## src/rtl/axi_read_arbiter.sv

```systemverilog
// axi_read_arbiter: sequences the shared AXI3 AR/R channel between inst and data caches, one burst outstanding.
// Define AXI_ARB_RR_EN for round-robin tie breaking; default build gives data fixed priority.
module axi_read_arbiter #(
    parameter logic [3:0] INST_BURST_LEN = 4'd15,
    parameter logic [3:0] DATA_BURST_LEN = 4'd15
) (
    input  logic        aclk,
    input  logic        aresetn,
    input  logic        inst_cache_ena_i,
    input  logic        inst_arvalid_i,
    input  logic [31:0] inst_araddr_i,
    output logic        inst_arready_o,
    output logic [31:0] inst_rdata_o,
    output logic        inst_rvalid_o,
    output logic        inst_rlast_o,
    input  logic        inst_rready_i,
    input  logic        data_cache_ena_i,
    input  logic        data_arvalid_i,
    input  logic [31:0] data_araddr_i,
    output logic        data_arready_o,
    output logic [31:0] data_rdata_o,
    output logic        data_rvalid_o,
    output logic        data_rlast_o,
    input  logic        data_rready_i,
    output logic [3:0]  arid_o,
    output logic [31:0] araddr_o,
    output logic [3:0]  arlen_o,
    output logic [2:0]  arsize_o,
    output logic [1:0]  arburst_o,
    output logic [1:0]  arlock_o,
    output logic [3:0]  arcache_o,
    output logic [2:0]  arprot_o,
    output logic        arvalid_o,
    input  logic        arready_i,
    input  logic [3:0]  rid_i,
    input  logic [31:0] rdata_i,
    input  logic [1:0]  rresp_i,
    input  logic        rlast_i,
    input  logic        rvalid_i,
    output logic        rready_o,
    output logic        len_err_o
);
    localparam logic [2:0] S_IDLE    = 3'd0;
    localparam logic [2:0] S_AR_INST = 3'd1;
    localparam logic [2:0] S_AR_DATA = 3'd2;
    localparam logic [2:0] S_R_INST  = 3'd3;
    localparam logic [2:0] S_R_DATA  = 3'd4;

    logic [2:0]  state_q, state_d;
    logic [31:0] araddr_q, araddr_d;
    logic [3:0]  arlen_q, arlen_d;
    logic [1:0]  arburst_q, arburst_d;
    logic [3:0]  beat_cnt_q, beat_cnt_d;
    logic        len_err_q, len_err_d;
    logic        grant_data, win_ena, r_inst, r_data, beat_ok;
    logic        unused_ok;

    assign unused_ok = ^{rid_i, rresp_i};

`ifdef AXI_ARB_RR_EN
    logic last_grant_q, last_grant_d;
    // last_grant 1 = data; on a tie the requester not served last wins
    assign grant_data = data_arvalid_i & (~inst_arvalid_i | ~last_grant_q);
    assign last_grant_d = (state_q == S_IDLE && (inst_arvalid_i || data_arvalid_i)) ? grant_data : last_grant_q;
    always_ff @(posedge aclk or negedge aresetn)
        if (!aresetn) last_grant_q <= 1'b0;
        else last_grant_q <= last_grant_d;
`else
    assign grant_data = data_arvalid_i;
`endif

    assign r_inst  = state_q == S_R_INST;
    assign r_data  = state_q == S_R_DATA;
    assign win_ena = grant_data ? data_cache_ena_i : inst_cache_ena_i;
    assign beat_ok = rvalid_i & rready_o;

    always_comb begin
        state_d    = state_q;
        araddr_d   = araddr_q;
        arlen_d    = arlen_q;
        arburst_d  = arburst_q;
        beat_cnt_d = beat_cnt_q;
        len_err_d  = len_err_q;
        case (state_q)
            S_IDLE: if (inst_arvalid_i || data_arvalid_i) begin
                state_d   = grant_data ? S_AR_DATA : S_AR_INST;
                araddr_d  = grant_data ? data_araddr_i : inst_araddr_i;
                arlen_d   = win_ena ? (grant_data ? DATA_BURST_LEN : INST_BURST_LEN) : 4'd0;
                arburst_d = 2'b01;
            end
            S_AR_INST, S_AR_DATA: if (arready_i) begin
                state_d    = (state_q == S_AR_DATA) ? S_R_DATA : S_R_INST;
                beat_cnt_d = 4'd0;
            end
            S_R_INST, S_R_DATA: if (beat_ok) begin
                beat_cnt_d = beat_cnt_q + 4'd1;
                // beat_cnt holds beats already taken, so a legal last beat sees arlen
                if (rlast_i) begin
                    state_d   = S_IDLE;
                    len_err_d = len_err_q | (beat_cnt_q != arlen_q);
                end
            end
            default: state_d = S_IDLE;
        endcase
    end

    always_ff @(posedge aclk or negedge aresetn) begin
        if (!aresetn) begin
            state_q    <= S_IDLE;
            araddr_q   <= '0;
            arlen_q    <= '0;
            arburst_q  <= '0;
            beat_cnt_q <= '0;
            len_err_q  <= 1'b0;
        end else begin
            state_q    <= state_d;
            araddr_q   <= araddr_d;
            arlen_q    <= arlen_d;
            arburst_q  <= arburst_d;
            beat_cnt_q <= beat_cnt_d;
            len_err_q  <= len_err_d;
        end
    end

    assign arid_o         = 4'd0;
    assign araddr_o       = araddr_q;
    assign arlen_o        = arlen_q;
    assign arsize_o       = 3'b010;
    assign arburst_o      = arburst_q;
    assign arlock_o       = 2'd0;
    assign arcache_o      = 4'd0;
    assign arprot_o       = 3'd0;
    assign arvalid_o      = state_q == S_AR_INST || state_q == S_AR_DATA;
    assign inst_arready_o = state_q == S_AR_INST && arready_i;
    assign data_arready_o = state_q == S_AR_DATA && arready_i;
    assign rready_o       = r_inst ? inst_rready_i : r_data ? data_rready_i : 1'b0;
    assign inst_rvalid_o  = r_inst & rvalid_i;
    assign inst_rlast_o   = r_inst & rlast_i;
    assign inst_rdata_o   = r_inst ? rdata_i : 32'd0;
    assign data_rvalid_o  = r_data & rvalid_i;
    assign data_rlast_o   = r_data & rlast_i;
    assign data_rdata_o   = r_data ? rdata_i : 32'd0;
    assign len_err_o      = len_err_q;
endmodule

```

## config.mk

```make
export PLATFORM = sky130hd
export DESIGN_NAME = axi_read_arbiter
export DESIGN_NICKNAME = d
export VERILOG_FILES = /design/src/rtl/axi_read_arbiter.sv
export SDC_FILE = /design/constraint.sdc
export NUM_CORES = 1
export LEC_CHECK = 0
export ABC_AREA = 1
export BUFFER_PORTS_ARGS = -buffer_cell sky130_fd_sc_hd__buf_4
export CAP_MARGIN = 30
export CORE_AREA = 2 2 94 96
export DETAILED_ROUTE_END_ITERATION = 10
export DIE_AREA = 0 0 96 98
export GPL_TIMING_DRIVEN = 0
export HOLD_SLACK_MARGIN = 0.12
export PLACE_DENSITY = 0.71
export SETUP_SLACK_MARGIN = 0.15
export SYNTH_ARGS = -nofsm -noshare
export SYNTH_HDL_FRONTEND = slang
export SYNTH_SLANG_ARGS = --single-unit
```

## constraint.sdc

```tcl
create_clock -name aclk -period 1.6 [get_ports aclk]
set_input_delay 0.32 -clock aclk [delete_from_list [all_inputs] [get_ports aclk]]
set_output_delay 0.32 -clock aclk [all_outputs]
set_load 0.005 [all_outputs]
```

==> metrics.txt, run 1 <==
normalized max-slew margin=63.2%; number of global-route vias before repair=3,427; drt pass-1 iters=4; Int Pwr=4.48 mW; Avg WL per Cell=14.0 µm; first-pass GRT wire length=16,400 µm; fmax=0.571 GHz; outcome=finished with violations; worst slew pin tran=0.552 ns; final hold vios=0; antenna cells=0; I/O Pins=240; mux share of post-synthesis cell area=0%; fill count=719; Worst Hold Launch=inst_araddr_i[22]; Final WS setup=-0.151 ns; Psw=3.04 mW; largest family of logic cells by synthesized area=simple AND/OR/NAND/NOR gates; H-Tree Level Count=2; crit path launch type=flop; area grow syn2layout=93.5%; Sw Ratio=40.4%; Site Rows=34; critical path cell sequence=buf_6, nor2_8, nand2_8, buf_6, nor2_2, buf_4; die width=96 µm; clk slew on worst S/H paths=0.09 ns; nets=772; GRT Overall Usage=22.1%; drt first-iter violations=119; RR Endpoint=araddr_o[19]; maximum clock path buffer count=2; Synthesis Warnings=0; Final HPWL DP=7970 µm; commonest non-fill, non-tap cell in the layout=buf_4; XOR/XNOR share of the synthesized area=0.318%; most frequent cells in the layout=buf_4, nor2_1, nand2_1; hold path cells=3; fin crit share=109%; Final Max Tran Viols=0; r2r startpoint=state_q[1]; CP arrival=1.43 ns; FF+latch count, synth=42; Buf/Inv on CP=3; post-synthesis cell area=2750 µm²; RSZ-0062 raised after global routing=yes; remaining global-route overflow=0; core box area=8470 µm²; Synth Area in Compound Gates=11.4%; maxcap violations=0; Reg power frac=24.8%; FF-to-FF setup slack=-0.07 ns; Finish-stage setup viols=107; post-synthesis sequential area ratio=38.2%; Synth Area in Adders=0.455%; clock share of power=9.9%; Cell Pwr Density=1410 nW/µm²; Worst Clk Skew=0.0110 ns; cells after synthesis=397; Initial Util=32.5%; TritonCTS clock tree=built; vias=3,479; Worst setup EP type=output pin; Comb power frac=65.3%; initial antenna violation count=0; Post-Place Cells=735; DRC errors left=0; critical path's top delay family=buffers and inverters; Via-to-Cell Ratio=4.54; P_leak=2.89 nW; ratio of cells with drive above 1 in the final layout=54.5%; I/O Buffers=215; Crit-path slowest cell=dfrtp_1; DRT Wirelength=10,800 µm; Crit Path Class=flop to output pin; most frequent CP cell=buf_6; CP max stage delay=0.39 ns; peak supply drop=0.000700 V; failing checks=negative setup slack; Die ar.=9410 µm²; Pwr Total=7.52 mW; largest net degree at the start of global routing=43; R2R depth=10; antenna-violating nets left=0; fin cells=767; Syn Area/Cell=6.93 µm²; minimum clock period=1.75 ns; CTS sink count=42; Min-Delay Path Class=input port to flop; CP required=1.28 ns; Clk Tree Root Cell=clkbuf_8; Final GP Congestion=0.826; Worst Hold End=araddr_o[22]; Die Y=98 µm; Yosys cell types=28; CP Max Fanout=10; total CTS buffers=5; Synth Area in Simple Gates=33.8%; clk_lat worst skew=0.30 ns
## metrics by stage
step | utilization (%) | setup TNS, ns | worst slack [ns] | instance area (µm²) | hold WS (ns)
2_1_floorplan | - | 0 | 0.249 | 2810 | 0.0244
3_3_place_gp | 53.8 | -0.312 | -0.0941 | 4560 | 0.343
3_5_place_dp | 53.8 | -0.723 | -0.102 | 4560 | 0.358
4_1_cts | 61.1 | -8.37 | -0.136 | 5170 | 0.304
5_1_grt | 62.9 | -18.30 | -0.230 | 5330 | 0.310
6_report | 62.9 | -8.71 | -0.151 | 5330 | 0.310
## cells by family (layout without fill, tap and decap cells)
family	Yosys count	count (layout)
and+or+nand+nor	228	228
DFF	42	42
buffers and inverters	85	332
AOI/OAI and AO/OA	38	38
adders and majority gates	1	1
other	2	17
xor gates and xnor gates	1	1
## how the worst max path moves through the flow
stage | depth (start not counted) | end | slack, ns | startpoint
after floorplan | 5 | data_rdata_o[10] | 0.25 | state_q[0]
after global placement | 6 | data_rdata_o[19] | -0.09 | state_q[0]
after detailed placement | 6 | data_rdata_o[13] | -0.10 | state_q[0]
after CTS | 6 | data_rdata_o[8] | -0.14 | state_q[1]
after global routing | 6 | data_rdata_o[4] | -0.23 | state_q[0]
final | 6 | data_rdata_o[25] | -0.15 | state_q[1]
## layout make-up
type	instances	area, µm²	area share, %
Inverter	43	166	3.13
Sequential cell	42	1050	19.8
Multi-Input combinational cell	285	1630	30.5
Timing Repair Buffer	239	1900	35.6
Clock buffer	7	86.3	1.62
Buffer	42	353	6.63
Clock inverter	1	8.76	0.164
Tap cell	108	135	2.54
## registers in the layout, summed over array words and instances (netlist names)
signal and cells:
araddr_o 32, beat_cnt_q 4, state_q 3, arburst_o 1, arlen_o 1, len_err_o 1
## worst reg2reg max path: stages, from the launching register on
cell	delay [ns]
dfrtp_1	0.39
buf_6	0.14
nor2_8	0.12
buf_4	0.13
buf_4	0.11
nand2_2	0.07
nor2_4	0.10
inv_2	0.05
buf_6	0.14
buf_8	0.15
o31ai_2	0.18
## synthesized netlist by cell type, drive strengths merged
| cell | instances | share of area (%) |
|---|---|---|
| a21oi | 1 | 0.32 |
| or2 | 1 | 0.23 |
| nand4 | 2 | 0.45 |
| clkbuf | 9 | 1.2 |
| nand2 | 63 | 9.0 |
| clkinv | 1 | 0.14 |
| ha | 1 | 0.45 |
| o21bai | 1 | 0.27 |
| o31ai | 33 | 10 |
| dfrtp | 42 | 38 |
| nor2 | 148 | 21 |
| inv | 42 | 5.7 |
| conb | 2 | 0.27 |
| o21ai | 3 | 0.55 |
| buf | 33 | 8.5 |
| nand3 | 13 | 2.5 |
| nand3b | 1 | 0.27 |
| xnor2 | 1 | 0.32 |
## repair_timing
item | in CTS | in global routing
buffers inserted | 15 | 5
gates resized for setup | 99 | 33
setup endpoints to repair | 107 | 116
gates cloned | 3 | 0
endpoints found under the hold margin | 42 | 0
pin swaps | 10 | 5
hold buffers | 1 | 0
## metal layers
layer  share of wire, %  track usage [%]  up-vias
li1                   -                -     1710
met1                 36             22.5     1602
met2                 54             42.3      147
met3                7.9             5.71       20
met4                2.3             7.14        0
met5                  0                0        -
## power groups by stage
stage,Combinational [mW],Clock [mW],Sequential [mW]
after detailed placement,3.78,0,1.87
after CTS,4.63,0.768,1.86
final,4.91,0.743,1.87
after global placement,3.71,0,1.87
after global routing,5.36,0.817,1.94
after floorplan,1.94,0,1.87
(Power assumes the default switching activity.)
==> run 2, diff against run 1 <==
- MAX_ROUTING_LAYER: unset -> met4
==> metrics.txt, run 2 (synthesis gave the netlist of run 1 again) <==
area grow syn2layout=93.0%; CP Max Fanout=10 (unchanged); CP arrival=1.42 ns (about the same); critical path cell sequence=buf_6, nor2_8, nand2_8, buf_6, nor2_2, buf_4; worst slew pin tran=0.557 ns (+0.00421 ns); H-Tree Level Count=2 (unchanged); Finish-stage setup viols=106 (-0.93%); RR Endpoint=araddr_o[19]; drt pass-1 iters=6 (+2); Site Rows=34 (unchanged); Clk Tree Root Cell=clkbuf_8; peak supply drop=0.000701 V (+0.11%); final hold vios=0 (unchanged); Crit Path Class=flop to output pin; Final Max Tran Viols=0 (unchanged); DRT Wirelength=10,800 µm (about the same); largest net degree at the start of global routing=43 (unchanged); CTS sink count=42 (unchanged); post-route cell area=5310 µm² (-0.26%); total CTS buffers=5 (unchanged); crit path launch type=flop; most frequent cells in the layout=buf_4, nor2_1, nand2_1; Die ar.=9410 µm² (unchanged); fmax=0.573 GHz (+0.36%); clk_lat worst skew=0.30 ns (about the same); Worst setup EP type=output pin; die width=96 µm (unchanged); Final GP Congestion=0.839 (+1.5%); P_leak=2.88 nW (-0.32%); Pwr Total=7.49 mW (-0.45%); vias=3,478 (-0.029%); I/O Pins=240 (unchanged); worst hold margin=0.312 ns (+0.00217 ns); Worst Hold End=araddr_o[22]; clk slew on worst S/H paths=0.09 ns (about the same); Worst Clk Skew=0.0110 ns (-0.0000144 ns); RSZ-0062 raised after global routing=yes; R2R depth=10 (unchanged); first-pass GRT wire length=16,300 µm (-0.21%); ratio of cells with drive above 1 in the final layout=54.5% (unchanged); I/O Buffers=215 (unchanged); most frequent CP cell=buf_6; Worst Hold Launch=inst_araddr_i[22]; antenna cells=0 (unchanged); Avg WL per Cell=14.0 µm (about the same); initial antenna violation count=0 (unchanged); Final WS setup=-0.144 ns (+0.00631 ns); pre-CTS WS=-0.102 ns (unchanged); Crit-path slowest cell=dfrtp_1; FF-to-FF setup slack=-0.06 ns (about the same); failing checks=negative setup slack; Area after DPL=4560 µm² (unchanged); Min-Delay Path Class=input port to flop; DRC errors left=0 (unchanged); remaining global-route overflow=0 (unchanged); r2r startpoint=state_q[1]; maxcap violations=0 (unchanged); fill count=723 (+0.56%); outcome=finished with violations; maximum clock path buffer count=2 (unchanged); minimum clock period=1.74 ns (-0.00631 ns); Via-to-Cell Ratio=4.53 (about the same); commonest non-fill, non-tap cell in the layout=buf_4; antenna-violating nets left=0 (unchanged); Cell Pwr Density=1410 nW/µm² (-0.20%); fin crit share=109% (-0.39 points); TritonCTS clock tree=built; Initial Util=32.5% (unchanged); core box area=8470 µm² (unchanged); Final HPWL DP=7970 µm (unchanged); hold path cells=3 (unchanged); Final TNS setup=-8.16 ns (+0.551 ns); normalized max-slew margin=62.9% (-0.28 points); drt first-iter violations=106 (-11%); Die Y=98 µm (unchanged); CP max stage delay=0.38 ns (about the same); max reg flops=32 (unchanged); nets=772 (unchanged); CP required=1.28 ns (about the same); GRT Overall Usage=22.6% (+0.58 points); number of global-route vias before repair=3,432 (+0.15%)
-- run 2: timing repair --
| item | 4_1_cts | 5_1_grt |
|---|---|---|
| hold buffers | 1 | 0 |
| gates cloned | 3 | 0 |
| pin swaps | 10 | 4 |
| setup endpoints to repair | 107 | 116 |
| resized for setup | 99 | 31 |
| hold endpoints to repair | 42 | 0 |
| setup buffers | 15 | 5 |
-- run 2: worst max-delay path, delay by kind of cell (launching register included) --
kind,cells,cell delay (ns)
buffers and inverters,3,0.42
DFF,1,0.38
and+or+nand+nor,3,0.31
-- run 2: power breakdown --
| part | internal (mW) | total, mW | switching [mW] |
|---|---|---|---|
| logic | 2.56 | 4.88 | 2.33 |
| clock network | 0.357 | 0.740 | 0.382 |
| registers | 1.56 | 1.87 | 0.311 |
| total | 4.47 | 7.49 | 3.02 |
-- run 2: worst max-delay path by stage --
stage,from,end,slack (ns),depth (start not counted)
after global routing,state_q[0],data_rdata_o[4],-0.23,6
after global placement,state_q[0],data_rdata_o[19],-0.09,6
after CTS,state_q[1],data_rdata_o[8],-0.14,6
after detailed placement,state_q[0],data_rdata_o[13],-0.10,6
final,state_q[1],data_rdata_o[25],-0.14,6
after floorplan,state_q[0],data_rdata_o[10],0.25,5
-- run 2: area by class of cell --
type | count | area (µm²) | area share (%)
Sequential cell | 42 | 1050 | 19.8
Multi-Input combinational cell | 285 | 1610 | 30.4
Inverter | 43 | 166 | 3.13
Tap cell | 108 | 135 | 2.54
Timing Repair Buffer | 239 | 1900 | 35.7
Buffer | 42 | 353 | 6.64
Clock buffer | 7 | 86.3 | 1.63
Clock inverter | 1 | 8.76 | 0.165
-- run 2: metal layers --
metal	wire, µm	track usage (%)	vias up	share of wire [%]
li1	-	-	1713	-
met1	3840	22.9	1587	36
met2	5790	42.1	155	54
met3	848	4.71	23	7.9
met4	280	7.47	0	2.6
met5	0	-	-	0
-- run 2: metrics by stage --
stage / utilization (%) / std cells
final: 62.7 / 767
after global routing: 62.7 / 767
after CTS: 61.1 / 762
after detailed placement: 53.8 / 735
after global placement: 53.8 / 735
after floorplan: - / 412
==> run 3, diff against run 2 <==
--- a/config.mk
+++ b/config.mk
@@ -17,4 +17,5 @@
 export PLACE_DENSITY = 0.71
 export SETUP_SLACK_MARGIN = 0.15
+export SKIP_LAST_GASP = 1
 export SYNTH_ARGS = -nofsm -noshare
 export SYNTH_HDL_FRONTEND = slang
==> constraint.sdc (replaced) <==
create_clock -name aclk -period 1.6 [get_ports aclk]
set_input_delay 0.08 -clock aclk [delete_from_list [all_inputs] [get_ports aclk]]
set_output_delay 0.08 -clock aclk [all_outputs]
set_load 0.005 [all_outputs]
==> metrics.txt, run 3 (synthesis gave the netlist of run 1 again) <==
outcome=finished, final reports clean; Buf/Inv on CP=4 (+1); DRT Wirelength=12,500 µm (+16%); CP Max Fanout=10 (unchanged); total CTS buffers=5 (unchanged); Reg power frac=24.4% (-0.5 points); CTS sink count=42 (unchanged); GRT Overall Usage=25.7% (+3.0 points); largest net degree at the start of global routing=43 (unchanged); P_leak=3.15 nW (+9.2%); max reg flops=32 (unchanged); core box area=8470 µm² (unchanged); RSZ-0062 raised after global routing=yes; Finish-stage setup viols=0 (-100%); I/O Buffers=215 (unchanged); I/O Pins=240 (unchanged); Site Rows=34 (unchanged); nets=834 (+8.0%); crit path launch type=flop; Sw Ratio=40.7% (+0.34 points); drt first-iter violations=126 (+19%); remaining global-route overflow=0 (unchanged); normalized max-slew margin=63.2% (+0.35 points); CP max stage delay=0.35 ns (-0.03 ns); Final Max Tran Viols=0 (unchanged); worst slew pin tran=0.551 ns (-0.00531 ns); drt pass-1 iters=4 (-2); Pwr Total=7.70 mW (+2.9%); number of global-route vias before repair=3,927 (+14%); critical path cell sequence=buf_6, buf_12, nand3_4, clkbuf_8, nor2_1, buf_4; Worst Clk Skew=0.0127 ns (+0.00166 ns); maximum clock path buffer count=2 (unchanged); critical path's top delay family=buffers and inverters; worst hold margin=0.141 ns (-0.171 ns); Final HPWL DP=7970 µm (unchanged); Cell Pwr Density=1310 nW/µm² (-7.4%); commonest non-fill, non-tap cell in the layout=buf_4; Die ar.=9410 µm² (unchanged); Crit Path Class=flop to output pin; Psw=3.13 mW (+3.7%); clk slew on worst S/H paths=0.09 ns (about the same); Crit-path slowest cell=dfrtp_1; minimum clock period=1.60 ns (-0.147 ns); maxcap violations=0 (unchanged); Die Y=98 µm (unchanged); post-route cell area=5900 µm² (+11%); fmax=0.626 GHz (+9.2%); initial antenna violation count=0 (unchanged); antenna-violating nets left=0 (unchanged); Min-Delay Path Class=input port to flop; vias=3,850 (+11%); peak supply drop=0.000708 V (+0.99%); Comb power frac=66.0% (+0.8 points); area grow syn2layout=115%; antenna cells=0 (unchanged); Via-to-Cell Ratio=4.64 (+2.4%); ratio of cells with drive above 1 in the final layout=47.3% (-7.2 points); fin crit share=99.8% (-9.2 points); clock share of power=9.7% (-0.2 points); Final GP Congestion=0.839 (unchanged); Area after DPL=4560 µm² (unchanged); most frequent cells in the layout=buf_4, nor2_1, dlygate4sd3_1; Clk Tree Root Cell=clkbuf_8; TritonCTS clock tree=built; H-Tree Level Count=2 (unchanged); clk_lat worst skew=0.30 ns (about the same); first-pass GRT wire length=18,500 µm (+13%); CP required=1.52 ns (+0.24 ns); Int Pwr=4.57 mW (+2.3%); fill count=619 (-14%); final hold vios=0 (unchanged); CP arrival=1.52 ns (+0.10 ns); Avg WL per Cell=15.1 µm (+7.5%); Initial Util=32.5% (unchanged); Worst setup EP type=output pin; DRC errors left=0 (unchanged); die width=96 µm (unchanged)
[run 3: changes by cell type in the layout (fill, tap and decap cells not counted), sizes merged]
cell         change
buf              -2
clkbuf           -1
dlygate4sd3     +65
[run 3: repair_timing]
action | 4_1_cts | 5_1_grt
setup endpoints to repair | 102 | 112
setup buffers | 11 | 7
pin swaps | 4 | 16
endpoints found under the hold margin | 75 | 0
gates cloned | 2 | 0
gates resized for setup | 68 | 47
hold buffers | 66 | 0
[run 3: metrics by stage]
step / worst slack (ns) / instances / utilization [%] / TNS (ns)
floorplan: 0.264 / 412 / - / 0
global placement: 0.113 / 735 / 53.8 / 0
detailed placement: 0.0786 / 735 / 53.8 / 0
CTS: 0.0726 / 822 / 67.1 / 0
global route: -0.0870 / 829 / 69.7 / -1.26
finish: 0.00284 / 829 / 69.7 / 0
[run 3: area by class of cell]
class                      instances  area (µm²)  area share, %
tap                              108         135           2.29
clock buffer                       7        86.3           1.46
buffer                            42         334           5.66
sequential                        42        1050           17.8
inverter                          43         164           2.78
clock inverter                     1        8.76          0.148
timing repair buffer             301        2540           43.1
multi-input combinational        285        1580           26.8
[run 3: worst min-delay path, cell delays in order]
cell     delay, ns
buf_4         0.11
nor2_1        0.11
o31ai_1       0.09
[run 3: layer usage]
| metal | track usage (%) | share of wire [%] |
|---|---|---|
| met1 | 24.7 | 35 |
| met2 | 46.4 | 54 |
| met3 | 5.94 | 6.9 |
| met4 | 13.4 | 4.1 |
| met5 | - | 0 |
[run 3: final timing paths]
| check | start | end | slack, ns | cells after the start |
|---|---|---|---|---|
| setup / recovery | state_q[1] | inst_rdata_o[16] | 0.003 | 6 |
| hold / removal | inst_cache_ena_i | arlen_o[2] | 0.14 | 3 |
| setup reg to reg | state_q[0] | beat_cnt_q[1] | 0.06 | 10 |
| hold reg to reg | arburst_o[0] | arburst_o[0] | 0.48 | 1 |
| max in group asynchronous | aresetn | state_q[2] | 0.89 | 2 |
| min in group asynchronous | aresetn | araddr_o[5] | 0.31 | 2 |
[run 3: power groups by stage]
stage | logic (mW) | registers [mW] | clock network, mW
after global placement | 3.71 | 1.87 | 0
final | 5.08 | 1.88 | 0.745
after detailed placement | 3.78 | 1.87 | 0
after CTS | 4.50 | 1.86 | 0.768
after global routing | 5.51 | 1.93 | 0.816
after floorplan | 1.94 | 1.87 | 0
